--- src/rtl/vend_ctrl_fsm.sv ---
// Vending transaction controller: accumulates coin credit, arbitrates select/cancel,
// and emits registered one-cycle vend/error/refund pulses plus BCD credit for the display.
module vend_ctrl_fsm #(
  parameter int unsigned PRICE_A         = 75,
  parameter int unsigned PRICE_B         = 50,
  parameter int unsigned PRICE_C         = 35,
  parameter int unsigned PRICE_D         = 90,
  parameter int unsigned MAX_CREDIT      = 99,
  parameter int unsigned DISPENSE_CYCLES = 4
) (
  input  logic       clk,
  input  logic       reset,
  input  logic       nickel,
  input  logic       dime,
  input  logic       quarter,
  input  logic       selA,
  input  logic       selB,
  input  logic       selC,
  input  logic       selD,
  input  logic       cancel,
  output logic       apple,
  output logic       banana,
  output logic       carrot,
  output logic       date,
  output logic       error,
  output logic [7:0] credit,
  output logic       change_valid,
  output logic [7:0] change,
  output logic       busy
);

  localparam int unsigned CRED_W = 7;
  localparam int unsigned SUM_W  = CRED_W + 1;
  localparam int unsigned CNT_W  = $clog2(DISPENSE_CYCLES + 1);

  typedef enum logic {
    READY    = 1'b0,
    DISPENSE = 1'b1
  } state_t;

  state_t              r_state;
  logic [CRED_W-1:0]   r_credit;
  logic [CNT_W-1:0]    r_cnt;
  logic [3:0]          r_item;
  logic                r_error;
  logic                r_change_valid;
  logic [7:0]          r_change;
  logic                r_busy;

  state_t              w_state_nxt;
  logic [CRED_W-1:0]   w_credit_nxt;
  logic [CNT_W-1:0]    w_cnt_nxt;
  logic [3:0]          w_item_nxt;
  logic                w_error_nxt;
  logic                w_change_valid_nxt;
  logic [7:0]          w_change_nxt;
  logic                w_busy_nxt;

  logic [3:0]          w_sel;
  logic [2:0]          w_coin;
  logic                w_multi_sel;
  logic                w_multi_coin;
  logic [CRED_W-1:0]   w_price;
  logic [CRED_W-1:0]   w_coin_val;
  logic [SUM_W-1:0]    w_sum;

  // Binary 0..99 to two BCD digits.
  function automatic logic [7:0] bin2bcd(input logic [CRED_W-1:0] b);
    logic [3:0] tens;
    logic [3:0] units;
    tens  = 4'(b / CRED_W'(10));
    units = 4'(b % CRED_W'(10));
    return {tens, units};
  endfunction

  assign w_sel        = {selA, selB, selC, selD};
  assign w_coin       = {nickel, dime, quarter};
  assign w_multi_sel  = (w_sel & (w_sel - 4'd1)) != 4'd0;
  assign w_multi_coin = (w_coin & (w_coin - 3'd1)) != 3'd0;
  assign w_sum        = SUM_W'(r_credit) + SUM_W'(w_coin_val);

  always_comb begin
    w_price = '0;
    case (w_sel)
      4'b1000: w_price = CRED_W'(PRICE_A);
      4'b0100: w_price = CRED_W'(PRICE_B);
      4'b0010: w_price = CRED_W'(PRICE_C);
      4'b0001: w_price = CRED_W'(PRICE_D);
      default: w_price = '0;
    endcase
  end

  always_comb begin
    w_coin_val = '0;
    if (nickel)       w_coin_val = CRED_W'(5);
    else if (dime)    w_coin_val = CRED_W'(10);
    else if (quarter) w_coin_val = CRED_W'(25);
  end

  // Next-state and registered-output decode; READY priority is cancel > select > coin.
  always_comb begin
    w_state_nxt        = r_state;
    w_credit_nxt       = r_credit;
    w_cnt_nxt          = r_cnt;
    w_item_nxt         = 4'b0000;
    w_error_nxt        = 1'b0;
    w_change_valid_nxt = 1'b0;
    w_change_nxt       = r_change;
    w_busy_nxt         = 1'b0;

    case (r_state)
      READY: begin
        if (cancel) begin
          if (r_credit != '0) begin
            w_change_nxt       = bin2bcd(r_credit);
            w_change_valid_nxt = 1'b1;
            w_credit_nxt       = '0;
          end
        end else if (w_sel != 4'b0000) begin
          if (w_multi_sel || (r_credit < w_price)) begin
            w_error_nxt = 1'b1;
          end else begin
            w_item_nxt   = w_sel;
            w_credit_nxt = r_credit - w_price;
            w_state_nxt  = DISPENSE;
            w_cnt_nxt    = CNT_W'(DISPENSE_CYCLES);
            w_busy_nxt   = 1'b1;
          end
        end else if (w_coin != 3'b000) begin
          if (w_multi_coin || (w_sum > SUM_W'(MAX_CREDIT))) begin
            w_error_nxt = 1'b1;
          end else begin
            w_credit_nxt = CRED_W'(w_sum);
          end
        end
      end
      DISPENSE: begin
        // The cycle that holds count 1 is the last busy cycle.
        if (r_cnt <= CNT_W'(1)) begin
          w_state_nxt = READY;
          w_cnt_nxt   = '0;
        end else begin
          w_cnt_nxt  = r_cnt - CNT_W'(1);
          w_busy_nxt = 1'b1;
        end
      end
      default: w_state_nxt = READY;
    endcase
  end

  always_ff @(posedge clk) begin
    if (reset) begin
      r_state        <= READY;
      r_credit       <= '0;
      r_cnt          <= '0;
      r_item         <= 4'b0000;
      r_error        <= 1'b0;
      r_change_valid <= 1'b0;
      r_change       <= 8'h00;
      r_busy         <= 1'b0;
    end else begin
      r_state        <= w_state_nxt;
      r_credit       <= w_credit_nxt;
      r_cnt          <= w_cnt_nxt;
      r_item         <= w_item_nxt;
      r_error        <= w_error_nxt;
      r_change_valid <= w_change_valid_nxt;
      r_change       <= w_change_nxt;
      r_busy         <= w_busy_nxt;
    end
  end

  assign apple        = r_item[3];
  assign banana       = r_item[2];
  assign carrot       = r_item[1];
  assign date         = r_item[0];
  assign error        = r_error;
  assign change_valid = r_change_valid;
  assign change       = r_change;
  assign busy         = r_busy;
  assign credit       = bin2bcd(r_credit);

endmodule

--- config.mk ---
export PLATFORM = sky130hd
export DESIGN_NAME = vend_ctrl_fsm
export DESIGN_NICKNAME = d
export VERILOG_FILES = /design/src/rtl/vend_ctrl_fsm.sv
export SDC_FILE = /design/constraint.sdc
export NUM_CORES = 1
export LEC_CHECK = 0
export ABC_AREA = 1
export CAP_MARGIN = 10
export CORE_MARGIN = 4
export CORE_UTILIZATION = 48
export CTS_CLUSTER_SIZE = 8
export DETAILED_ROUTE_END_ITERATION = 8
export GPL_ROUTABILITY_DRIVEN = 1
export PLACE_DENSITY = 0.88
export RECOVER_POWER = 50
export SYNTH_ARGS = -nofsm -noshare
export SYNTH_HDL_FRONTEND = slang
export SYNTH_SLANG_ARGS = --single-unit
--- constraint.sdc ---
create_clock -name clk -period 2.3 [get_ports clk]
set_input_delay 0.345 -clock clk [delete_from_list [all_inputs] [get_ports clk]]
set_output_delay 0.345 -clock clk [all_outputs]
set_load 0.05 [all_outputs]
==> run metrics, run 1 <==
global-route wire length before repair=14570 um; Synth top area share=25.03%; R2R Setup Slk=-0.98 ns; dominant register cell in the synthesized netlist=dfxtp_1; final std cells w/o fill=482; layout cells sized above 1=55.22%; Rel. slew slack=36.63%; die width=72.54 um; worst-margin pin slew=0.9434 ns; H-tree depth=1; worst setup margin=-0.9799 ns; Synth area leaders=dfxtp_1 (25%), nand2_1 (10%), ha_1 (8.8%); GRT Resource Usage Total=36.18%; HPWL Detailed=5153 um; # setup viols final=29; CP endpoint=r_credit[1]$_SDFFE_PP0P_; initial antenna violation count=1; pwr/cell area=1055 mW/mm2; LEAKAGE=1.826 nW; Crit path depth=10; most numerous cell in the Yosys netlist=nand2_1; Final ANT Viol Nets=0; post-synth cell types=34; Max Cap Viol=0; Max Buffers Root-to-Sink=2; Setup crit start kind=flip-flop; RSZ-0062 raised after global routing=yes; r2r startpoint=r_credit[5]$_SDFFE_PP0P_; Post-synth top cells=nand2_1 (55), inv_1 (42), nor2_1 (40), nand3_1 (27), dfxtp_1 (25); EDFF count, synth=0; CP Cell Sequence=inv_2, nand2_2, buf_4, nor3_1, nand4_1, nand3_1, nand2_1, nand3_1, nand2_1, a21oi_1; Pins Over Slew Limit=0; failing checks=design-rule violations, negative setup slack; Vias/cell=7.064; Post-Route WL=13730 um; Yosys warning count=0; type of the worst setup path=flip-flop to flip-flop; vias in the first global route=3002; largest stage delay on the critical path=0.72 ns; FP Rows=23; Period minus WS final=3.280 ns; Mapped Avg Cell Area=6.555 um2; Final Hold Viols=0; DIE HEIGHT=72.54 um; fraction of registers with async set/reset=0%; Final Util=96.49%; buffers added on ports=32; clock latency on the worst-skew pair=0.29 ns; largest net degree at the start of global routing=17; R2R depth=10; Worst setup EP type=flip-flop; Gate Count Post-Synth=305; Area Overhead vs Synth=94.43%; Worst EP arrival=3.49 ns; Final #Nets=458; clock root cell=clkbuf_8; Seq/Total Area, Yosys=25.03%; Fmax achieved=0.3049 GHz; Initial Utilization=49.63%; Final period util=142.6%; Synth area leader=dfxtp_1; reg-to-reg endpoint=r_credit[1]$_SDFFE_PP0P_; status=complete, but fails checks; WL/cell=28.49 um; Top Ports=33; area of the die=0.005262 mm2; CP Data Required Time=2.51 ns; Yosys reg bits=25; CTS buffer count=3; number of buffers inserted by hold repair at cts=0; CP bufs+invs=2; Critical Path Slowest Stage Cell=nor3_1; crit-path max FO=8; gpl congestion=0.9803; Clock Skew=0.01189 ns; total grt overflow=0; syn nets=331; CP delay by family, top=simple AND/OR/NAND/NOR gates; CP Launch Point=r_credit[5]$_SDFFE_PP0P_; Mapped Area=0.001999 mm2; DRC=1; total vias in the final route=3405; Clock transition at path regs=0.11 ns; core area=0.004029 mm2; DRT Pass-1 Iters=8; CTS tree=done; DR iter-0 viols=707; VDD IR-drop max=0.0007817 V; clock sinks=25; number of placed cells counting well taps=440; worst min path class=primary input to flip-flop
where the power goes:
group          internal [mW]  switching (mW)  total (mW)
logic                   1.32            1.90        3.22
registers              0.495          0.0793       0.574
clock network          0.128           0.178       0.306
total                   1.94            2.16        4.10
metrics by stage:
step / hold slack [ns] / TNS [ns] / area [um2] / power [mW] / setup slack, ns
after floorplan: 0.4544 / -0.7143 / 2207 / 1.911 / -0.2007
after global placement: 0.4666 / -9.085 / 3049 / 2.721 / -0.6779
after detailed placement: 0.4906 / -11.67 / 3049 / 2.807 / -0.8017
after CTS: 0.4240 / -2.094 / 3483 / 3.362 / -0.4471
after global routing: 0.4580 / -17.53 / 3885 / 4.139 / -0.9462
final: 0.4645 / -19.53 / 3887 / 4.101 / -0.9799
placed cells by master, fill, tap and decap left out, types with 3 or more instances in the layout:
cell type,netlist,routed
clkbuf_8,0,3
inv_4,0,6
nand3_2,5,8
a21oi_1,20,8
nand3_1,27,14
ha_4,0,6
nand3_4,0,10
nand2_1,55,29
buf_12,0,5
nor3_4,0,3
nor2_2,2,6
inv_1,42,32
a21oi_4,0,3
dfxtp_1,25,21
o21ai_1,4,6
nor2_4,0,7
buf_4,2,90
buf_6,0,10
nand2_2,7,18
o21ai_0,12,8
nand2_4,5,12
nor2_1,40,29
a31oi_1,3,3
ha_1,14,8
nand2_8,0,8
inv_2,7,10
clkdlybuf4s50_1,0,18
a21oi_2,1,10
xor2_1,6,4
registers in the layout (all words and copies together), names as in the netlist:
register / flops
r_credit: 7
error: 1
r_item: 4
r_cnt: 3
busy: 1
change_valid: 1
change: 8
metal layers:
layer,global-route usage (%),part of all wire [%],wire length (um)
met5,0,0.26,36
met4,25.82,12,1688
met3,9.280,15,2007
met2,61.42,41,5634
met1,38.61,32,4363
tightest hold or removal path: stages:
cell,delay (ns)
buf_8,0.10
inv_1,0.11
buf_4,0.13
nor2_2,0.03
area by class of cell:
class / instances / area (um2)
tap: 50 / 62.56
antenna: 1 / 2.502
timing repair buffer: 129 / 1130
sequential: 25 / 510.5
inverter: 49 / 203.9
fill: 78 / 141.4
clock buffer: 3 / 41.29
multi-input combinational: 224 / 1928
clock inverter: 1 / 8.758
repair_timing:
item                                    in CTS  in global routing
endpoints found under the setup margin      24                 25
gates cloned                                 0                  0
pin swaps                                   38                 52
hold endpoints to repair                     0                  0
buffers inserted                            22                 17
gates resized for setup                     82                 74
worst min path at each step:
stage,start,end,slack (ns),cells past startpoint
2_1_floorplan,r_cnt[0]$_SDFFE_PP0P_,r_cnt[0]$_SDFFE_PP0P_,0.45,1
3_3_place_gp,r_cnt[1]$_SDFFE_PP0P_,r_cnt[1]$_SDFFE_PP0P_,0.47,2
3_5_place_dp,r_cnt[0]$_SDFFE_PP0P_,r_cnt[0]$_SDFFE_PP0P_,0.49,1
4_1_cts,selB,r_item[2]$_SDFF_PP0_,0.42,4
5_1_grt,selA,r_item[3]$_SDFF_PP0_,0.46,4
6_report,selA,r_item[3]$_SDFF_PP0_,0.46,4
cell families after synthesis:
logic type               count (synthesis)  share of synthesized area (%)
AO/OA/AOI/OAI                           47                          12.89
AND/OR/NAND/NOR                        154                          37.30
XOR/XNOR                                 7                          3.066
flip-flops                              25                          25.03
adder cells (fa/ha/maj)                 16                          10.76
buffers and inverters                   56                          10.95
No activity file was read; power rests on OpenSTA's default activity.
==> run 2, diff against run 1 <==
--- a/config.mk
+++ b/config.mk
@@ -13,3 +13,3 @@
 export DETAILED_ROUTE_END_ITERATION = 8
-export GPL_ROUTABILITY_DRIVEN = 1
+export GPL_ROUTABILITY_DRIVEN = 0
 export PLACE_DENSITY = 0.88
--- a/constraint.sdc
+++ b/constraint.sdc
@@ -3,2 +3,2 @@
 set_output_delay 0.345 -clock clk [all_outputs]
-set_load 0.05 [all_outputs]
+set_load 0.02 [all_outputs]
==> run 2 against run 1 <==
Effect of this change: the flow now stops in global routing (5_1_grt); synthesized cell count is the same; synthesized area is the same.
==> run metrics, run 2 <==
CTS buffer count=3; Worst Endpoint after GRT Repair=r_credit[6]$_SDFFE_PP0P_/D; failing step=global routing (5_1_grt); clock root cell=clkbuf_8; Initial Utilization=49.63%; most numerous cell in the Yosys netlist=nand2_1; Gate Count Post-Synth=305; Seq/Total Area, Yosys=25.03%; die width=72.54 um; number of buffers inserted by hold repair at cts=0; EDFF count, synth=0; dominant register cell in the synthesized netlist=dfxtp_1; Error=[ERROR DPL-0033] detailed placement checks failed during check placement.; status=did not finish; worst-path endpoint category=sequential cell input; Synth area leader=dfxtp_1; Top Ports=33; Yosys warning count=0; buffers added on ports=32; initial antenna violation count=0; syn nets=331; Mapped Area=0.001999 mm2; post-synth cell types=34; Max Buffers Root-to-Sink=2; HPWL Detailed=4585 um; DIE HEIGHT=72.54 um; fraction of registers with async set/reset=0%; number of placed cells counting well taps=442; H-tree depth=1; Mapped Avg Cell Area=6.555 um2; Synth area leaders=dfxtp_1 (25%), nand2_1 (10%), ha_1 (8.8%); clock sinks=25; Synth top area share=25.03%; FP Rows=23; Yosys reg bits=25; largest net degree at the start of global routing=16; Post-synth top cells=nand2_1 (55), inv_1 (42), nor2_1 (40), nand3_1 (27), dfxtp_1 (25)
==> run 2: cell counts after synthesis <==
Identical to the previous run, type by type.
==> run 2: stage by stage <==
step                area [um2]  setup slack, ns
global placement          2974          -0.7028
CTS                       3501          -0.3478
floorplan                 2165         -0.04991
detailed placement        2974          -0.8808
==> run 2: logic make-up after synthesis <==
| logic type | after synthesis | share of synthesized area [%] |
|---|---|---|
| buffers and inverters | 56 | 10.95 |
| flip-flops | 25 | 25.03 |
| AO/OA/AOI/OAI | 47 | 12.89 |
| AND/OR/NAND/NOR | 154 | 37.30 |
| adder cells (fa/ha/maj) | 16 | 10.76 |
| XOR/XNOR | 7 | 3.066 |
==> run 2: timing repair <==
item / 4_1_cts
setup buffers: 23
setup endpoints to repair: 24
gates resized for setup: 115
hold endpoints to repair: 0
pin swaps: 38
==> run 3, diff against run 2 <==
Settings changed: CORE_UTILIZATION 48 to 34, CTS_CLUSTER_SIZE 8 to not set, PLACE_DENSITY 0.88 to not set, PLACE_DENSITY_LB_ADDON set to 0.15.
Clock period 2.3 ns to 2.99 ns, I/O delays scaled along.
==> run 3 against run 2 <==
Effect of this change: the run now ends clean.
==> run metrics, run 3 (same netlist as run 1, synthesis figures left out) <==
pwr/cell area=591.5 mW/mm2; clock sinks=25; RSZ-0062 raised after global routing=no; die width=84.69 um; Clock Skew=0.004346 ns; Clock power frac=12.1%; H-tree depth=1; Worst EP arrival=2.97 ns; Period minus WS final=2.770 ns; number of placed cells counting well taps=454; status=complete, no violations; largest net degree at the start of global routing=16; setup_tns=0 ns; DRT Pass-1 Iters=4; number of buffers inserted by hold repair at cts=0; crit-path max FO=8; NetSw=0.7433 mW; area of the die=0.007172 mm2; Pins Over Slew Limit=0; switching share of power=43.51%; P_int=0.9648 mW; Clock transition at path regs=0.09 ns; global-route wire length before repair=8459 um; Fmax achieved=0.3610 GHz; Setup crit start kind=primary input; LEAKAGE=1.554 nW; Worst setup EP type=flip-flop; Antenna Diode Count=0; DR iter-0 viols=73; Logic pwr share=63.7%; Final period util=92.65%; DRC=0; total grt overflow=0; type of the worst setup path=primary input to flip-flop; buffers added on ports=32; GRT Resource Usage Total=13.99%; Final Hold Viols=0; initial antenna violation count=0; area occupied by multi-input gates=0.001345 mm2; Vias/cell=4.610; vias in the first global route=1949; DP Worst Slack=-0.2669 ns; layout cells sized above 1=27.39%; clock latency on the worst-skew pair=0.27 ns; Area Overhead vs Synth=44.43%; CP Data Required Time=3.19 ns; WL/cell=11.25 um; DIE HEIGHT=84.69 um; # setup viols final=0; Initial Utilization=35.65%; Post-Route WL=5165 um; clock root cell=clkbuf_8; total vias in the final route=2116; worst setup margin=0.2198 ns; Top Ports=33; CTS buffer count=3; commonest non-fill, non-tap cells in the layout=nand2_1 (54), buf_4 (54), inv_1 (41); Register Area=506.7 um2; HPWL Detailed=4200 um; filler cell count=600; final std cells w/o fill=459; Final ANT Viol Nets=0; CTS tree=done; worst min path class=flip-flop to flip-flop; Max Cap Viol=0; max FFs per register=8; worst-margin pin slew=0.4300 ns; Rel. slew slack=71.30%; register share of total power=24.2%; Max Buffers Root-to-Sink=2; core area=0.005608 mm2; Final #Nets=414; FP Rows=27; VDD IR-drop max=0.0005171 V
==> run 3: through the flow <==
stage	hold slack [ns]	area [um2]	power [mW]	utilization, %
CTS	0.4903	2820	1.717	50.29
global placement	0.4719	2765	1.521	49.31
floorplan	0.4544	1999	1.046	-
detailed placement	0.4764	2765	1.533	49.31
finish	0.4936	2888	1.708	51.49
global route	0.5211	2888	1.855	51.49
==> run 3: worst paths after layout <==
path | start | endpoint | slack [ns] | depth (start not counted)
setup / recovery | quarter | r_credit[6]$_SDFFE_PP0P_ | 0.22 | 16
hold / removal | r_cnt[0]$_SDFFE_PP0P_ | r_cnt[0]$_SDFFE_PP0P_ | 0.49 | 1
setup reg to reg | r_credit[0]$_SDFFE_PP0P_ | r_credit[6]$_SDFFE_PP0P_ | 0.61 | 13
hold reg to reg | r_cnt[0]$_SDFFE_PP0P_ | r_cnt[0]$_SDFFE_PP0P_ | 0.49 | 1
==> run 3: layout make-up <==
class	instances	share of cell area, %
clock buffer	3	1.430
multi-input combinational	224	46.58
timing repair buffer	85	24.61
clock inverter	1	0.2600
inverter	49	6.456
tap	72	3.120
sequential	25	17.55
==> run 3: layer usage <==
| layer | global-route usage [%] | wire [um] |
|---|---|---|
| met1 | 17.27 | 2392 |
| met2 | 25.91 | 2577 |
| met3 | 1.472 | 145 |
| met4 | 3.165 | 50 |
| met5 | 0 | 0 |
==> run 3: timing repair <==
item,4_1_cts,5_1_grt
pin swaps,0,12
setup buffers,0,1
gates resized for setup,8,31
hold endpoints to repair,0,0
setup endpoints to repair,4,20
==> run 3: critical path, stage by stage <==
cell             delay, ns
clkdlybuf4s50_1       0.48
inv_1                 0.06
o21ai_0               0.15
ha_1                  0.22
fa_1                  0.21
nand3_1               0.07
nand2_1               0.10
nand2_1               0.06
a21oi_1               0.15
xor2_1                0.20
nand2_1               0.07
o21ai_1               0.26
nand2_2               0.18
nand2_4               0.15
nand2_1               0.06
a21oi_1               0.10
==> run 3: power by group through the flow <==
stage          registers [mW]  logic [mW]  clock network [mW]
6_report                0.414        1.09               0.206
5_1_grt                 0.420        1.21               0.223
4_1_cts                 0.414        1.09               0.214
3_5_place_dp            0.421        1.11                   0
3_3_place_gp            0.420        1.10                   0
2_1_floorplan           0.454       0.592                   0
